## config.mk

```make
export PLATFORM = sky130hd
export DESIGN_NAME = serial_addsub
export DESIGN_NICKNAME = d
export VERILOG_FILES = /design/src/rtl/serial_addsub.sv
export SDC_FILE = /design/constraint.sdc
export NUM_CORES = 1
export LEC_CHECK = 0
export CORE_ASPECT_RATIO = 0.6
export CORE_UTILIZATION = 40
export CTS_BUF_LIST = sky130_fd_sc_hd__clkbuf_8
export DETAILED_ROUTE_END_ITERATION = 7
export SLEW_MARGIN = 15
export SYNTH_ARGS = -nofsm -noshare
export SYNTH_HDL_FRONTEND = slang
export SYNTH_SLANG_ARGS = --single-unit
```

## constraint.sdc

```tcl
create_clock -name clk -period 2.2 [get_ports clk]
set_input_delay 0.22 -clock clk [delete_from_list [all_inputs] [get_ports clk]]
set_output_delay 0.22 -clock clk [all_outputs]
set_load 0.01 [all_outputs]
```

## src/rtl/serial_addsub.sv

```systemverilog
// serial_addsub: bit-serial adder/subtractor, one full-adder slice plus a
// carry flop, one bit per clock LSB first, with start/busy/done handshake.
//
// Ports:
//   clk    rising-edge clock
//   rst    synchronous reset, active-high
//   start  request a new operation (sampled only when not busy)
//   SUB    0: A+B+CIN, 1: A-B (CIN ignored); captured at start
//   CIN    carry-in for add mode; captured at start
//   A, B   operands; captured at start
//   busy   operation in progress
//   done   one-cycle pulse when S/C/OVF have just been updated
//   S      registered result, held until the next completion
//   C      carry-out (no-borrow in subtract mode)
//   OVF    two's-complement overflow

module serial_addsub #(
    parameter int WIDTH = 8,
    parameter int CNT_W = $clog2(WIDTH + 1)
) (
    input  logic             clk,
    input  logic             rst,
    input  logic             start,
    input  logic             SUB,
    input  logic             CIN,
    input  logic [WIDTH-1:0] A,
    input  logic [WIDTH-1:0] B,
    output logic             busy,
    output logic             done,
    output logic [WIDTH-1:0] S,
    output logic             C,
    output logic             OVF
);

    typedef enum logic [1:0] {
        IDLE = 2'd0,
        RUN  = 2'd1,
        DONE = 2'd2
    } state_t;

    state_t state_q, state_d;

    logic [WIDTH-1:0] a_q, a_d;
    logic [WIDTH-1:0] b_q, b_d;
    logic [WIDTH-1:0] r_q, r_d;
    logic [WIDTH-1:0] s_q, s_d;
    logic [CNT_W-1:0] cnt_q, cnt_d;
    logic             cy_q, cy_d;
    logic             c_q, c_d;
    logic             ovf_q, ovf_d;
    logic             busy_q, busy_d;
    logic             done_q, done_d;

    // Full-adder slice: two half-adder stages.
    logic ha1_s, ha1_c, ha2_c;
    logic bit_sum, bit_cy, last;

    always_comb begin
        ha1_s   = a_q[0] ^ b_q[0];
        ha1_c   = a_q[0] & b_q[0];
        bit_sum = ha1_s ^ cy_q;
        ha2_c   = ha1_s & cy_q;
        bit_cy  = ha1_c | ha2_c;
        last    = (cnt_q == CNT_W'(WIDTH - 1));
    end

    always_comb begin
        state_d = state_q;
        a_d     = a_q;
        b_d     = b_q;
        r_d     = r_q;
        s_d     = s_q;
        cnt_d   = cnt_q;
        cy_d    = cy_q;
        c_d     = c_q;
        ovf_d   = ovf_q;
        busy_d  = 1'b0;
        done_d  = 1'b0;

        unique case (state_q)
            IDLE, DONE: begin
                state_d = IDLE;
                if (start) begin
                    // Subtract is A + ~B + 1: invert B, force carry-in.
                    a_d     = A;
                    b_d     = B ^ {WIDTH{SUB}};
                    cy_d    = SUB | CIN;
                    cnt_d   = '0;
                    state_d = RUN;
                    busy_d  = 1'b1;
                end
            end
            RUN: begin
                r_d            = r_q >> 1;
                r_d[WIDTH-1]   = bit_sum;
                a_d            = a_q >> 1;
                b_d            = b_q >> 1;
                cy_d           = bit_cy;
                cnt_d          = cnt_q + CNT_W'(1);
                busy_d         = 1'b1;
                if (last) begin
                    // cy_q here is the carry into the MSB.
                    s_d     = r_d;
                    c_d     = bit_cy;
                    ovf_d   = cy_q ^ bit_cy;
                    state_d = DONE;
                    busy_d  = 1'b0;
                    done_d  = 1'b1;
                end
            end
            default: begin
                state_d = IDLE;
            end
        endcase
    end

    always_ff @(posedge clk) begin
        if (rst) begin
            state_q <= IDLE;
            a_q     <= '0;
            b_q     <= '0;
            r_q     <= '0;
            s_q     <= '0;
            cnt_q   <= '0;
            cy_q    <= 1'b0;
            c_q     <= 1'b0;
            ovf_q   <= 1'b0;
            busy_q  <= 1'b0;
            done_q  <= 1'b0;
        end else begin
            state_q <= state_d;
            a_q     <= a_d;
            b_q     <= b_d;
            r_q     <= r_d;
            s_q     <= s_d;
            cnt_q   <= cnt_d;
            cy_q    <= cy_d;
            c_q     <= c_d;
            ovf_q   <= ovf_d;
            busy_q  <= busy_d;
            done_q  <= done_d;
        end
    end

    assign busy = busy_q;
    assign done = done_q;
    assign S    = s_q;
    assign C    = c_q;
    assign OVF  = ovf_q;

endmodule

```

# Yosys cells after proc, flatten, opt, wreduce, memory -nomap -nowiden
# Cells that the tools add are included.
[word_totals]
reg_bits = 43
input_bits = 21
output_inout_bits = 12
word_cells = 47
[op_classes]
addsub = 1
bitwise = 9
n_reduce_logical = 6
muxes = 15
eq_ne = 5
[op_table]
columns = ["cell", "count"]
rows = [
  ["one-hot mux 8 bit (2 select lines)", 2],
  ["2-to-1 mux 8 bit", 2],
  ["one-hot mux 4 bit (2 select lines)", 1],
  ["bitwise XOR 8 bit", 1],
  ["2-to-1 mux 1 bit", 5],
  ["adder 4 x 1 -> 4 bit (second input constant)", 1],
  ["== test 4 x 3 -> 1 bit (second input constant)", 1],
  ["2-to-1 mux 4 bit", 1],
  ["!= test 2 bit (second input constant)", 2],
  ["one-hot mux 1 bit (2 select lines)", 2],
  ["one-hot mux 2 bit (2 select lines)", 1],
  ["AND reduction 2 bit", 2],
  ["OR reduction 2 bit", 2],
  ["bitwise XOR 1 bit", 3],
  ["AND 1 bit", 2],
  ["== test 2 x 1 -> 1 bit (second input constant)", 1],
  ["== test 2 bit (second input constant)", 1],
  ["logical NOT 2 bit", 1],
  ["2-to-1 mux 2 bit", 1],
  ["bitwise OR 1 bit", 2],
  ["nonzero test 2 bit", 1],
  ["inverter 1 bit", 1],
]

# Longest topological paths before layout
[logic_depth]
word_depth = 4
depth_mapped = 5
depth_no_buf = 4

# Least setup slack after synthesis
# OpenSTA, ideal clock, no wires.
[synth_path]
path_type = "reg-to-reg"
from = "register a_q[0]"
to = "register ovf_q, in the netlist OVF"
slack_ps = 980
arrival_time_ps = 1130
n_path_buf = 0
synth_period_minus_slack_ps = 1220
path_stages_with_launch = 4
setup_time_ps = 91
t_required_ps = 2109
cell_sequence = "dfxtp_1 > fa_1 > xnor2_1 > a311oi_1"
[synth_between]
elab_chain_len = 4
word_cells_on_any_way = 5
classes_between = "bitwise (5)"
[synth_lines]
columns = ["element", "line_no", "text"]
rows = [
  ["from (decl)", "43", "logic [WIDTH-1:0] a_q, a_d;"],
  ["from (signal assigned)", "120", "a_q <= '0;"],
  ["from (signal assigned)", "132", "a_q <= a_d;"],
  ["bitwise XOR 1 bit", "59", "ha1_s = a_q[0] ^ b_q[0];"],
  ["AND 1 bit", "62", "ha2_c = ha1_s & cy_q;"],
  ["bitwise OR 1 bit *", "63", "bit_cy = ha1_c | ha2_c;"],
  ["named net bit_cy", "56", "logic bit_sum, bit_cy, last;"],
  ["bitwise XOR 1 bit *", "105", "ovf_d = cy_q ^ bit_cy;"],
  ["to (signal assigned)", "139", "ovf_q <= ovf_d;"],
  ["to (decl)", "50", "logic ovf_q, ovf_d;"],
]
# The timed path passes the listed nets; every way through them passes the cells marked *.
# A chain may end at the register's enable or synchronous reset.

# Final worst setup path
[layout_path]
from = "register state_q[1]"
to = "register cy_q"
[layout_between]
elab_chain_len = 4
word_cells_on_any_way = 8
classes_between = "eq/ne (3); mux (1); reduce/logical (4)"
[layout_lines]
columns = ["element", "line_no", "text"]
rows = [
  ["from (decl)", "41", "state_t state_q, state_d;"],
  ["from (signal assigned)", "131", "state_q <= state_d;"],
  ["== test 2 bit or logical NOT 2 bit (tied branches)", "80", "unique case (state_q)"],
  ["OR reduction 2 bit", "80", ""],
  ["!= test 2 bit (no source line) or nonzero test 2 bit (tied branches)", "n/a", ""],
  ["AND reduction 2 bit (no source line)", "n/a", ""],
  ["to (signal assigned)", "137", "cy_q <= cy_d;"],
  ["to (decl)", "48", "logic cy_q, cy_d;"],
]
# Several ways; a longest one is shown, not always the timed one.

==> results.yml <==
timing:
  hold_viol: 0
  slew_headroom_pct: 52.9
  holdWs_ns: 0.465
  setup_ws_ns: 0.682
  worst_pin_slew_ns: 0.707
  fin_crit_sh_pct: 69.0
  fmax_mhz: 659
  period_needed_ns: 1.52
  worst_clock_skew_ns: 0.00614
  setup_viol: 0
  rsz0062_at_grt: "no"
  tns_ns: 0
  slew_viol_final: 0
clock_network:
  clk_latency_ns: 0.30
  clock_sinks: 42
  cts_hold_buf: 0
  htreeDepth: 2
  post_cts_resized: 0
  path_clk_slew_ns: 0.07
  cts_post_setup_buffers_inserted: 0
  cts_root_buffer: "clkbuf_8"
  cts_tree: "yes"
  cts_buffers: 5
  clk_path_buf_depth: 2
route:
  first_iter_violations: 88
  num_vias: 1465
  drt_pass1_iterations: 4
  ant_nets: 0
  wire_per_inst_microns: 12.4
  drc_errors: 0
  drt-vias-per-instance: 5.16
  drt_wl_total_microns: 3530
finish:
  final_cell_mix: "42 x dfxtp_1, 37 x a21oi_1, 32 x clkdlybuf4s50_1"
  final_area_sq_um: 2170
  final_common_cell: "dfxtp_1"
  final_util_pct: 52.3
  drive_gt1_share_pct: 4.91
  areaGrowthSynthToFinish_pct: 24.8
  nets: 246
  diodes: 0
power:
  p_leak_nw: 0.745
  p_per_area_nw_per_um2: 730
  vdd_drop_max_mv: 0.260
flow_run:
  max_cap_violations: 0
global_routing:
  grt_antenna_before_repair: 0
  grt.total_usage_pct: 16.9
  grt_max_degree: 28
  grt_pass1_wl_microns: 5840
  grt_remaining_overflow: 0
  grt_pass1_vias: 1261
setup_path:
  path_cells: "nand2b_1 > buf_4 > nand3_1 > a31oi_1"
  startpoint: "state_q[1]"
  endpoint_kind: "register"
  cp.required_ns: 2.43
  crit_arrival_ns: 1.74
  crit_slowest_cell: "nand2b_1"
  rrSetupSlack_ns: 0.68
  timing.rr.end: "cy_q"
  r2r-start: "state_q[1]"
  startpoint_type: "register"
  crit_family: "simple AND/OR/NAND/NOR gates"
  worstPathMaxFanout: 23
  critical_path_cell_count: 4
  cp-endpoint: "cy_q"
  path_class: "register to register"
  max_stage_delay_ns: 0.44
  reg2regPathDepth: 4
  crit_buf_inv: 1
place:
  dp_hpwl_microns: 2390
  io_buffers: 32
  place_congestion: 0.725
  dp_slack_ns: 0.615
  placed_cell_area_sq_um: 2060
die:
  die-area_sq_um: 4620
  fp.coreArea_sq_um: 4140
  start_util_pct: 41.9
  io_pins: 33
  dieWidth_microns: 87.1
  die_h_microns: 53.1
  row_count: 18
synthesis:
  synth_ff_type: "dfxtp_1"
  synth_cells: 199
  avgSynthCellArea_sq_um: 8.73
  synth_area_leaders: "dfxtp_1 48%, a21oi_1 11%, nand3_1 8.1%, a22oi_1 6.0%, xor2_1 4.0%"
  synth_area_sq_um: 1740
  synth_top_area_share_pct: 48.4
  ys_seq_area_share_pct: 48.4
  yosysUniqueCellTypes: 28
  ys_ff_latch: 42
  synth_fp_nets: 222
  synth-async-reset-ratio_pct: 0
  yosysWarnings: 0
  synth_edf_count: 0
  synth_top_area_cell: "dfxtp_1"
worst_hold_path:
  hold_class: "register to register"
run_status:
  status: "complete, no violations"
worst min-delay path by stage:
stage,from,endpoint,slack (ns),cells after the start
2_1_floorplan,A[7],a_q[7],0.36,2
3_3_place_gp,r_q[1],r_q[1],0.44,2
3_5_place_dp,r_q[1],r_q[1],0.45,2
4_1_cts,r_q[1],r_q[1],0.47,2
5_1_grt,r_q[1],r_q[1],0.49,2
6_report,r_q[1],r_q[1],0.47,2
area by class of cell:
type	count	area, sq um
clock buffers	5	68.8
clock inverters	3	37.5
repair buffers	37	358
well taps	60	75.1
fillers	400	1980
multi-input cells	137	788
flip-flops and latches	42	841
stage by stage:
step / power (mW) / std cells
after floorplan: 0.952 / 199
after global placement: 1.01 / 276
after detailed placement: 1.01 / 276
after CTS: 1.60 / 284
after global routing: 1.65 / 284
final: 1.58 / 284
per-layer routing:
metal	GRT usage, %	wire length (microns)
met1	23.7	1790
met3	4.84	213
met5	0	0
met2	24.1	1480
met4	7.38	47
logic make-up (layout without fill, tap and decap cells):
| family | count (synthesis) | after routing | synth area share, % |
|---|---|---|---|
| AOI/OAI and AO/OA | 64 | 64 | 20.9 |
| and+or+nand+nor | 60 | 60 | 16.8 |
| DFF | 42 | 42 | 48.4 |
| buffers and inverters | 20 | 45 | 6.26 |
| xor gates and xnor gates | 9 | 9 | 4.54 |
| adders and majority gates | 2 | 2 | 1.87 |
| muxes | 2 | 2 | 1.30 |
sequential cells by signal, summed over array words and instances (netlist names):
name,count
S,8
a_q,8
b_q,8
r_q,7
cnt_q,4
state_q,2
C,1
OVF,1
busy,1
cy_q,1
done,1
synth_stat cells, types with 2 or more instances:
cell,n
a21oi_1,37
nor2_1,3
a22oi_1,14
nand2b_1,3
dfxtp_1,42
o21ai_0,7
nor3_1,2
xor2_1,8
o21ai_1,3
nand3_1,28
buf_2,9
buf_4,4
clkbuf_1,6
mux2_1,2
nand2_1,18
report_power, final:
| part | total, mW | internal (mW) | switching (mW) | leakage, nW |
|---|---|---|---|---|
| registers | 0.809 | 0.791 | 0.0186 | 0.342 |
| clock network | 0.587 | 0.330 | 0.257 | 0.0607 |
| logic | 0.186 | 0.0837 | 0.102 | 0.342 |
worst register-to-register path, cell delays in order (launching register included):
cell and delay [ns]:
dfxtp_1 0.33, nand2b_1 0.44, buf_4 0.36, nand3_1 0.13, a31oi_1 0.19
Note: power is estimated with default switching activity, not from simulation.
